===== config.mk =====
export PLATFORM = sky130hd
export DESIGN_NAME = vga_timing_gen
export DESIGN_NICKNAME = d
export VERILOG_FILES = /design/src/rtl/vga_timing_gen.sv
export SDC_FILE = /design/constraint.sdc
export NUM_CORES = 1
export LEC_CHECK = 0
export ABC_AREA = 1
export CAP_MARGIN = 15
export CORE_MARGIN = 5
export CORE_UTILIZATION = 47
export DETAILED_ROUTE_END_ITERATION = 8
export GPL_ROUTABILITY_DRIVEN = 0
export PLACE_DENSITY = 0.74
export SLEW_MARGIN = 20
export SYNTH_ARGS = -nofsm -noshare
export SYNTH_HDL_FRONTEND = slang
export SYNTH_SLANG_ARGS = --single-unit

===== constraint.sdc =====
create_clock -name clk -period 1.5 [get_ports clk]
set_input_delay 0.375 -clock clk [delete_from_list [all_inputs] [get_ports clk]]
set_output_delay 0.375 -clock clk [all_outputs]
set_load 0.005 [all_outputs]

===== src/rtl/vga_timing_gen.sv =====
// VGA raster timing generator: pixel tick, DAC pixel clock, sync, blanking, raw x/y.
// Latency: every output is registered; sync/blank are decoded from next-state counters.
// Backpressure: none, free-running raster driven only by clk and rst_n.
//
// Ports:
//   clk, rst_n          system clock, async active-low reset
//   x, y                raw raster counters (0..H_TOTAL-1, 0..V_TOTAL-1)
//   hsync, vsync        sync outputs, asserted level set by H_POL / V_POL
//   blank_n             1 inside the active video region
//   sync_n              DAC composite sync, tied to 0
//   vga_clk             DAC pixel clock, rising edge mid-pixel
//   pix_tick            1-clk strobe on the last clk of each pixel
//   line_start          1-clk pulse on the first clk of each line
//   frame_start         1-clk pulse on the first clk of each frame
//
// Build option: define VGA_SYNC_DELAY_EN to delay hsync/vsync/blank_n by one
// pixel relative to x/y (lines up with a registered RGB stage downstream).
module vga_timing_gen #(
  parameter int CLK_DIV  = 2,
  parameter int H_ACTIVE = 640,
  parameter int H_FP     = 16,
  parameter int H_SYNC   = 96,
  parameter int H_BP     = 48,
  parameter int V_ACTIVE = 480,
  parameter int V_FP     = 10,
  parameter int V_SYNC   = 2,
  parameter int V_BP     = 33,
  parameter int H_POL    = 0,
  parameter int V_POL    = 0
) (
  input  logic       clk,
  input  logic       rst_n,
  output logic [9:0] x,
  output logic [9:0] y,
  output logic       hsync,
  output logic       vsync,
  output logic       blank_n,
  output logic       sync_n,
  output logic       vga_clk,
  output logic       pix_tick,
  output logic       line_start,
  output logic       frame_start
);

  localparam int H_TOTAL = H_ACTIVE + H_FP + H_SYNC + H_BP;
  localparam int V_TOTAL = V_ACTIVE + V_FP + V_SYNC + V_BP;
  localparam int DIV_W   = $clog2(CLK_DIV);

  localparam logic [DIV_W-1:0] DIV_LAST = DIV_W'(CLK_DIV - 1);
  localparam logic [DIV_W-1:0] DIV_HALF = DIV_W'(CLK_DIV / 2);

  localparam logic [9:0] X_LAST   = 10'(H_TOTAL - 1);
  localparam logic [9:0] Y_LAST   = 10'(V_TOTAL - 1);
  localparam logic [9:0] X_ACT    = 10'(H_ACTIVE);
  localparam logic [9:0] Y_ACT    = 10'(V_ACTIVE);
  localparam logic [9:0] HS_START = 10'(H_ACTIVE + H_FP);
  localparam logic [9:0] HS_END   = 10'(H_ACTIVE + H_FP + H_SYNC);
  localparam logic [9:0] VS_START = 10'(V_ACTIVE + V_FP);
  localparam logic [9:0] VS_END   = 10'(V_ACTIVE + V_FP + V_SYNC);

  localparam logic HS_ACT = (H_POL != 0);
  localparam logic VS_ACT = (V_POL != 0);

  logic [DIV_W-1:0] div_cnt;
  logic [DIV_W-1:0] div_nxt;
  logic [9:0]       x_nxt;
  logic [9:0]       y_nxt;
  logic             tick_now;
  logic             x_wrap;
  logic             y_wrap;

  // Source counters for the sync/blank decode and when they are loaded.
  logic [9:0]       dec_x;
  logic [9:0]       dec_y;
  logic             dec_load;
  logic             hs_src;
  logic             vs_src;
  logic             bn_src;

  always_comb begin
    tick_now = (div_cnt == DIV_LAST);
    div_nxt  = tick_now ? '0 : div_cnt + 1'b1;
    x_wrap   = tick_now && (x == X_LAST);
    y_wrap   = x_wrap && (y == Y_LAST);
    x_nxt    = x;
    y_nxt    = y;
    if (tick_now) begin
      x_nxt = x_wrap ? 10'd0 : x + 10'd1;
    end
    if (x_wrap) begin
      y_nxt = y_wrap ? 10'd0 : y + 10'd1;
    end
  end

`ifdef VGA_SYNC_DELAY_EN
  // Decode the pixel that is ending and load it only when x advances, so the
  // sync/blank outputs trail x/y by exactly one pixel.
  always_comb begin
    dec_x    = x;
    dec_y    = y;
    dec_load = tick_now;
  end
`else
  // Decode the counters' next state so sync/blank land on the same edge as x/y.
  always_comb begin
    dec_x    = x_nxt;
    dec_y    = y_nxt;
    dec_load = 1'b1;
  end
`endif

  always_comb begin
    hs_src = ((dec_x >= HS_START) && (dec_x < HS_END)) ? HS_ACT : ~HS_ACT;
    vs_src = ((dec_y >= VS_START) && (dec_y < VS_END)) ? VS_ACT : ~VS_ACT;
    bn_src = (dec_x < X_ACT) && (dec_y < Y_ACT);
  end

  always_ff @(posedge clk or negedge rst_n) begin
    if (!rst_n) begin
      div_cnt     <= '0;
      x           <= 10'd0;
      y           <= 10'd0;
      vga_clk     <= 1'b0;
      pix_tick    <= 1'b0;
      line_start  <= 1'b0;
      frame_start <= 1'b0;
    end else begin
      div_cnt     <= div_nxt;
      x           <= x_nxt;
      y           <= y_nxt;
      // Strobes are decoded from next-state divider so they are true in the
      // same cycle the divider holds the matching count.
      vga_clk     <= (div_nxt >= DIV_HALF);
      pix_tick    <= (div_nxt == DIV_LAST);
      // Only wraps generate pulses, so the (0,0) after reset stays silent.
      line_start  <= x_wrap;
      frame_start <= y_wrap;
    end
  end

  always_ff @(posedge clk or negedge rst_n) begin
    if (!rst_n) begin
      hsync   <= ~HS_ACT;
      vsync   <= ~VS_ACT;
      blank_n <= 1'b0;
    end else if (dec_load) begin
      hsync   <= hs_src;
      vsync   <= vs_src;
      blank_n <= bn_src;
    end
  end

  assign sync_n = 1'b0;

endmodule

# After elaboration in Yosys (flattened, before gate mapping)

Index checks and enable logic that the tools add are counted.

$add $sub $neg: 3
Multiply operators: 0
Div/mod/pow operators: 0
Magnitude comparators: 7
Equal/unequal tests: 2
Shift operators: 0
Mux-type cells: 7
Bitwise logic cells: 0
Reduce and logical (&&, ||, !) cells: 5

Operators by type and width:

| cell                                                                    | number |
|---|---|
| 10-bit two-way mux                                                      | 4 |
| 10-bit by 1-bit adder with 10-bit output (second input constant)        | 2 |
| 10-bit equality test (second input constant)                            | 2 |
| 10-bit < comparator (second input constant)                             | 2 |
| 10-bit by 9-bit < comparator with 1-bit output (second input constant)  | 2 |
| 10-bit >= comparator (second input constant)                            | 1 |
| 10-bit by 9-bit >= comparator with 1-bit output (second input constant) | 1 |
| 1-bit logical AND                                                       | 5 |
| 1-bit two-way mux                                                       | 3 |
| 1-bit adder (second input constant)                                     | 1 |
| 1-bit >= comparator (second input constant)                             | 1 |

Register bits after elaboration: 27
Latch bits: 0
RAM bits: 0
Bits in read-only memories: 0
Input bits: 2
Memories kept: 0

# Logic depth before layout (Yosys ltp)

Gate-level depths: netlist of the first run.

Word-level depth: 8
Depth in mapped cells: 12
Mapped depth without buffers: 12

# Worst setup path before layout of the first run

No wires, ideal clock.

Path kind: reg-to-reg
Start: register x[0]
End: register blank_n
Setup time: 0.116 ns
Arrival time: 1.437 ns
Required time: 1.384 ns
Slack: -0.054 ns
Cell stages (with the launch flop): 13
Period minus slack after synthesis: 1.554 ns
Cell sequence: dfrtp_1 -> ha_1 -> nand2_2 -> nor2_8 -> nand2_4 -> nor2_4 -> nand2_2 -> nand2_2 -> nand2_2 -> nor2_2 -> nand2_1 -> nor2_2 -> nor2_1

Word-level cells in the longest chain between the ends: 7
Elaborated cells between the ends (all ways): 11
Classes of those cells: 1 x add/sub; 2 x order compare; 1 x eq/ne; 4 x mux; 3 x reduce/logical

RTL lines:

| what                                                                                             | RTL line | text |
|---|---|---|
| start, declared                                                                                  | 33       | `output logic [9:0] x,` |
| start signal, assigned                                                                           | 129      | `x <= x_nxt;` |
| parallel branches: the longest is 6 deep, another holds 10-bit by 1-bit adder with 10-bit output | --       |  |
| 1-bit logical AND *                                                                              | 115      | `bn_src = (dec_x < X_ACT) && (dec_y < Y_ACT);` |
| named net bn_src                                                                                 | 78       | `logic bn_src;` |
| end signal, assigned                                                                             | 149      | `blank_n <= bn_src;` |
| end, declared                                                                                    | 37       | `output logic blank_n,` |

Mark *: on every way through the listed nets, which the timed path passes.

# Worst setup path after layout of the first run

Start: register x[1]
End: register blank_n

The elaborated chain is that of the path after synthesis.

==> results of run 1 <==
## cell families after synthesis
group	Yosys count
simple gates	130
xor+xnor	2
compound gates	12
other cells	1
flops	26
fa+ha+maj	3
buf+inv	41
## area by class of cell
cell class              instances  area, µm²
clock buffers                   3       22.5
clock inverters                 1       30.0
fillers                       236        684
inverters                      38        145
multi-input cells             148        945
flip-flops and latches         26        662
well taps                      46       57.6
repair buffers                 92        764
## through the flow
stage	std cells	hold slack [ns]	total power [µW]
detailed placement	319	0.597	736
finish	354	0.376	1200
global route	354	0.379	1240
CTS	352	0.374	1220
global placement	319	0.586	735
floorplan	215	0.0794	717
## metal layers
| metal | up-vias | wire length, µm | track usage (%) |
|---|---|---|---|
| met2 | 80 | 2490 | 36.8 |
| met1 | 851 | 1900 | 26.6 |
| met3 | 27 | 291 | 4.11 |
| met4 | 0 | 209 | 10.4 |
| li1 | 856 | - | - |
| met5 | - | 0 | 0 |
## layout by cell type, fill, tap and decap left out, drive strengths merged, types with 2 or more instances in the layout
master         synthesis  routed
buf                    3      69
nand2                 61      61
inv                   38      38
nor2                  33      33
dfrtp                 24      24
nand3                 23      23
dlygate4sd2            0      14
o21ai                  9       9
clkbuf                 0       9
nand4                  8       8
nor3                   3       3
ha                     3       3
xor2                   2       2
dfstp                  2       2
clkdlybuf4s15          0       2
## worst max path at each step
stage | startpoint | endpoint | slack, ns | cells past startpoint
detailed placement | x[1] | blank_n | -0.24 | 12
global placement | x[1] | blank_n | -0.19 | 10
global route | x[1] | blank_n | -0.30 | 12
floorplan | x[0] | blank_n | -0.04 | 12
CTS | x[0] | blank_n | -0.17 | 12
finish | x[1] | blank_n | -0.19 | 11
## flip-flops by register name, indices dropped and copies added, names as in the netlist
register	flops
vsync	1
div_cnt	1
y	10
line_start	1
x	10
frame_start	1
blank_n	1
hsync	1
## report_power, final
part / total (µW) / leakage, µW / internal, µW / switching, µW
Combinational: 20.6 / 0.00107 / 5.78 / 14.9
Sequential: 701 / 0.000325 / 701 / 0
Clock: 483 / 0.0000279 / 271 / 212
Total: 1200 / 0.00142 / 978 / 227
## what timing repair did
item | CTS | global route
endpoints found under the setup margin | 36 | 27
pin swaps | 6 | 19
buffers inserted | 29 | 5
resized for setup | 81 | 44
cloned | 0 | 0
hold buffers | 0 | 0
## worst max-delay path: stages, from the launching register on
cell	delay, ns
dfrtp_1	0.42
ha_4	0.17
nand2_4	0.06
nor2_8	0.17
buf_4	0.14
nand3_1	0.08
nand2_1	0.13
nand2_4	0.08
nor2_4	0.11
nand2_2	0.07
nor2_4	0.13
nor2_1	0.05
==> flow_metrics.tcl, run 1 <==
set metrics [dict create \
    outcome "complete, but fails checks" \
    violations "negative setup slack" \
    hold_violations 0 \
    rsz0062_at_grt "true" \
    yosys.area_share.simple_pct 40.5 \
    die_h_um 68.3 \
    n_antenna_cell 0 \
    fin_skew_ns 0.00529 \
    tns_ns -0.865 \
    drt_iter0_markers 123 \
    synth_mux_area_share_pct 0 \
    vdd_ir_drop_max_mv 0.477 \
    drv_slew 0 \
    vias 1814 \
    drive_gt1_share_pct 47.4 \
    cap_violations 0 \
    r2r_end "blank_n" \
    clkLatencyLatePin_ns 0.33 \
    port_buffers 28 \
    synthMostInstantiatedCell "nand2_1" \
    clk_pin_slew_ns 0.14 \
    grt_pass1_vias 1694 \
    cts_buffers 3 \
    hp-class "in -> async" \
    placement_rows 21 \
    cts_max_path_buffers 2 \
    end_kind "flop" \
    avgSynthCellArea_um2 7.42 \
    die-area_mm2 0.00466 \
    clockRootBuffer "clkbuf_4" \
    detailedPlace.worstSlack_ns -0.237 \
    synth_compound_area_share_pct 4.47 \
    cts.sinks 26 \
    layout_setup_ws_ns -0.195 \
    yosysWarnings 0 \
    initial_core_util_pct 48.2 \
    r2r-start "x[1]" \
    grt_max_degree 16 \
    ys_seq_area_share_pct 40.9 \
    gr-total-overflow 0 \
    yosysTopAreaCell "dfrtp_1" \
    clock.fmax_mhz 590 \
    grt_pass1_wl_um 7480 \
    ant_nets 0 \
    syn_inst 215 \
    syn_area_mm2 0.00160 \
    dr.pass1.iters 4 \
    synth.ff_latch_count 26 \
    finish.net_count 314 \
    p_per_area_mw_per_mm2 459 \
    tritoncts "done" \
    synthArstFlopShare_pct 100 \
    final_cell_area_mm2 0.00263 \
    p_leak_uw 0.00142 \
    wirelength_um 4890 \
    die_w_um 68.3 \
    synth_edf_count 0 \
    ff2ff_setup_slack_ns -0.19 \
    synth_area_leaders "dfrtp_1 (38%), nand2_1 (12%), inv_1 (8.2%)" \
    crit_arrival_ns 1.93 \
    fin_util_pct 79.3 \
    synth_common_cells "nand2_1 (53), inv_1 (35), nor2_1 (25)" \
    vias_per_cell 5.12 \
    cp_data_required_time_ns 1.74 \
    drc 0 \
    synth_top_family_by_area "simple AND/OR/NAND/NOR gates" \
    ys_types 28 \
    syn2layout_area_growth_pct 64.6 \
    synth_nets 220 \
    worstPathMaxFanout 6 \
    grt_use_total_pct 21.8 \
    synth_adder_area_share_pct 2.35 \
    path_class "reg -> reg" \
    period_needed_ns 1.69 \
    wl_per_cell_um 13.8 \
    synth_ff_type "dfrtp_1" \
    ff2ff_path_depth 11 \
    crit_path_start_kind "flop" \
    io-pin-count 30 \
    dpl_cell_area_mm2 0.00217 \
    synthXorXnorAreaFrac_pct 1.10 \
    synth_top_area_share_pct 37.6 \
    fin_crit_sh_pct 113 \
    hpwl_um 3050 \
    antenna_found_initial 0 \
    setup_violations 10 \
    ctsHtreeMaxLevel 1 \
    coreArea_mm2 0.00331 \
]
Note: power is estimated with default switching activity, not from simulation.
==> run 2: changes to the inputs <==
--- a/config.mk
+++ b/config.mk
@@ -7,12 +7,10 @@
 export LEC_CHECK = 0
 export ABC_AREA = 1
 export CAP_MARGIN = 15
-export CORE_MARGIN = 5
+export CORE_MARGIN = 10
 export CORE_UTILIZATION = 47
 export DETAILED_ROUTE_END_ITERATION = 8
-export GPL_ROUTABILITY_DRIVEN = 0
 export PLACE_DENSITY = 0.74
-export SLEW_MARGIN = 20
 export SYNTH_ARGS = -nofsm -noshare
 export SYNTH_HDL_FRONTEND = slang
 export SYNTH_SLANG_ARGS = --single-unit
==> run 2 against run 1 <==
The flow still finishes with violations (negative setup slack). Hold slack worse by 0.0024 ns. Via count is 1.5% lower. First-iteration DRC count up 14%. Final cell count shrank 0.56%. Register-to-register slack worse by 0.03 ns. Sequential cell count is the same. Sequential power hardly changed. Combinational power is 14% higher. Critical path type unchanged. Largest cell class unchanged. Largest power group unchanged.
==> flow_metrics.tcl, run 2 (synthesis gave the netlist of run 1 again) <==
set metrics [dict create \
    critical_path.max_stage_delay_ns 0.43 \
    dr.pass1.iters 5 \
    cp_data_required_time_ns 1.80 \
    fin_util_pct 81.4 \
    hold_violations 0 \
    coreArea_mm2 0.00331 \
    cts.sinks 26 \
    clk_pin_slew_ns 0.16 \
    mostFrequentLayoutCell "nand2_1" \
    worstPathMaxFanout 5 \
    setup_violations 11 \
    ff2ff_path_depth 9 \
    clockRootBuffer "clkbuf_4" \
    wirelength_um 5470 \
    grt_pass1_wl_um 7350 \
    cts_buffers 3 \
    violations "negative setup slack" \
    path_cells "ha_4 > buf_6 > nand3_4 > nor3_4 > nand3_1 > nand2_2 > nand3_2 > nor2_2 > nand2_1" \
    cap_violations 0 \
    crit_path_start_kind "flop" \
    tns_ns -1.07 \
    grt_pass1_vias 1662 \
    wl_per_cell_um 15.5 \
    vias 1786 \
    cts_max_path_buffers 2 \
    fin_crit_sh_pct 115 \
    r2r-start "x[1]" \
    period_needed_ns 1.73 \
    tritoncts "done" \
    crit_arrival_ns 2.03 \
    finish.net_count 312 \
    drc 0 \
    outcome "complete, but fails checks" \
    initial_core_util_pct 48.2 \
    vdd_ir_drop_max_mv 0.286 \
    drv_slew 0 \
    hpwl_um 3100 \
    drive_gt1_share_pct 49.3 \
    ant_nets 0 \
    placement_rows 21 \
    grt_max_degree 27 \
    critPathLaunch "x[1]" \
    fin_skew_ns 0.00698 \
    drt_iter0_markers 140 \
    r2r_end "vsync" \
    rsz0062_at_grt "true" \
    ff2ff_setup_slack_ns -0.23 \
    clock.fmax_mhz 578 \
    top_regs "x: 10 flops, y: 10 flops" \
    n_antenna_cell 0 \
    port_buffers 28 \
    path_class "reg -> reg" \
    met2_length_um 2730 \
    ctsHtreeMaxLevel 1 \
    slowest_stage "dfrtp_1" \
    worstSetupEndpoint "vsync" \
    grt_use_total_pct 14.3 \
    gr-total-overflow 0 \
    hp-class "in -> async" \
    io-pin-count 30 \
    p_per_area_mw_per_mm2 460 \
    syn2layout_area_growth_pct 69.0 \
    end_kind "flop" \
    routed.top_layer "met4" \
    antenna_found_initial 0 \
    die_h_um 78.3 \
    dr_wl_met3_um 307 \
    die_w_um 78.3 \
    layout_setup_ws_ns -0.229 \
    final_cell_mix "nand2_1 (43), buf_4 (42), inv_1 (28)" \
    vias_per_cell 5.07 \
    die-area_mm2 0.00612 \
    clkLatencyLatePin_ns 0.35 \
    p_leak_uw 0.00141 \
    place_congestion 0.890 \
    wl_met1_um 2260 \
]
-- run 2: through the flow --
stage / worst slack (ns) / instances / hold WS, ns / total power [µW] / instance area [µm²]
6_report: -0.229 / 352 / 0.374 / 1240 / 2700
5_1_grt: -0.276 / 352 / 0.389 / 1260 / 2700
4_1_cts: -0.172 / 345 / 0.362 / 1240 / 2490
3_5_place_dp: -0.214 / 318 / 0.591 / 738 / 2170
3_3_place_gp: -0.168 / 318 / 0.580 / 738 / 2170
2_1_floorplan: -0.0441 / 215 / 0.0794 / 717 / 1600
-- run 2: worst min-delay path by stage --
stage	from	to	slack [ns]	depth (start not counted)
global route	rst_n	y[2]	0.39	2
CTS	rst_n	y[6]	0.36	2
floorplan	rst_n	blank_n	0.08	0
detailed placement	x[1]	x[1]	0.59	3
global placement	x[1]	x[1]	0.58	3
finish	rst_n	y[0]	0.37	2
-- run 2: layout make-up --
type	instances	area [µm²]
clock buffer	3	22.5
clock inverter	1	30.0
fill	200	614
inverter	38	143
timing repair buffer	90	790
sequential	26	662
multi-input combinational	148	992
tap	46	57.6
-- run 2: metal layers --
metal | vias up | GRT usage [%]
li1 | 848 | -
met1 | 849 | 16.9
met2 | 72 | 24.5
met3 | 17 | 2.51
met4 | 0 | 6.63
met5 | - | 0
-- run 2: power by group --
part	switching (µW)	internal, µW
logic	15.9	7.59
registers	0	701
clock network	245	271
-- run 2: critical path, delay by kind of cell, from the launching register on --
family,cells,cell delay (ns)
fa+ha+maj,1,0.17
buf+inv,1,0.10
flops,1,0.43
simple gates,7,0.96
-- run 2: repair_timing --
item,4_1_cts,5_1_grt
gates resized for setup,83,59
cloned,0,0
setup buffers,24,9
endpoints found under the hold margin,0,0
endpoints found under the setup margin,36,22
pin swaps,10,24
hold buffers,0,0
==> run 3: changes to the inputs <==
--- a/config.mk
+++ b/config.mk
@@ -6,7 +6,7 @@
 export NUM_CORES = 1
 export LEC_CHECK = 0
 export ABC_AREA = 1
-export CAP_MARGIN = 15
+export CAP_MARGIN = 5
 export CORE_MARGIN = 10
 export CORE_UTILIZATION = 47
 export DETAILED_ROUTE_END_ITERATION = 8
==> results of run 3 <==
The final DEF is identical to that of run 2; final timing and power are the same.
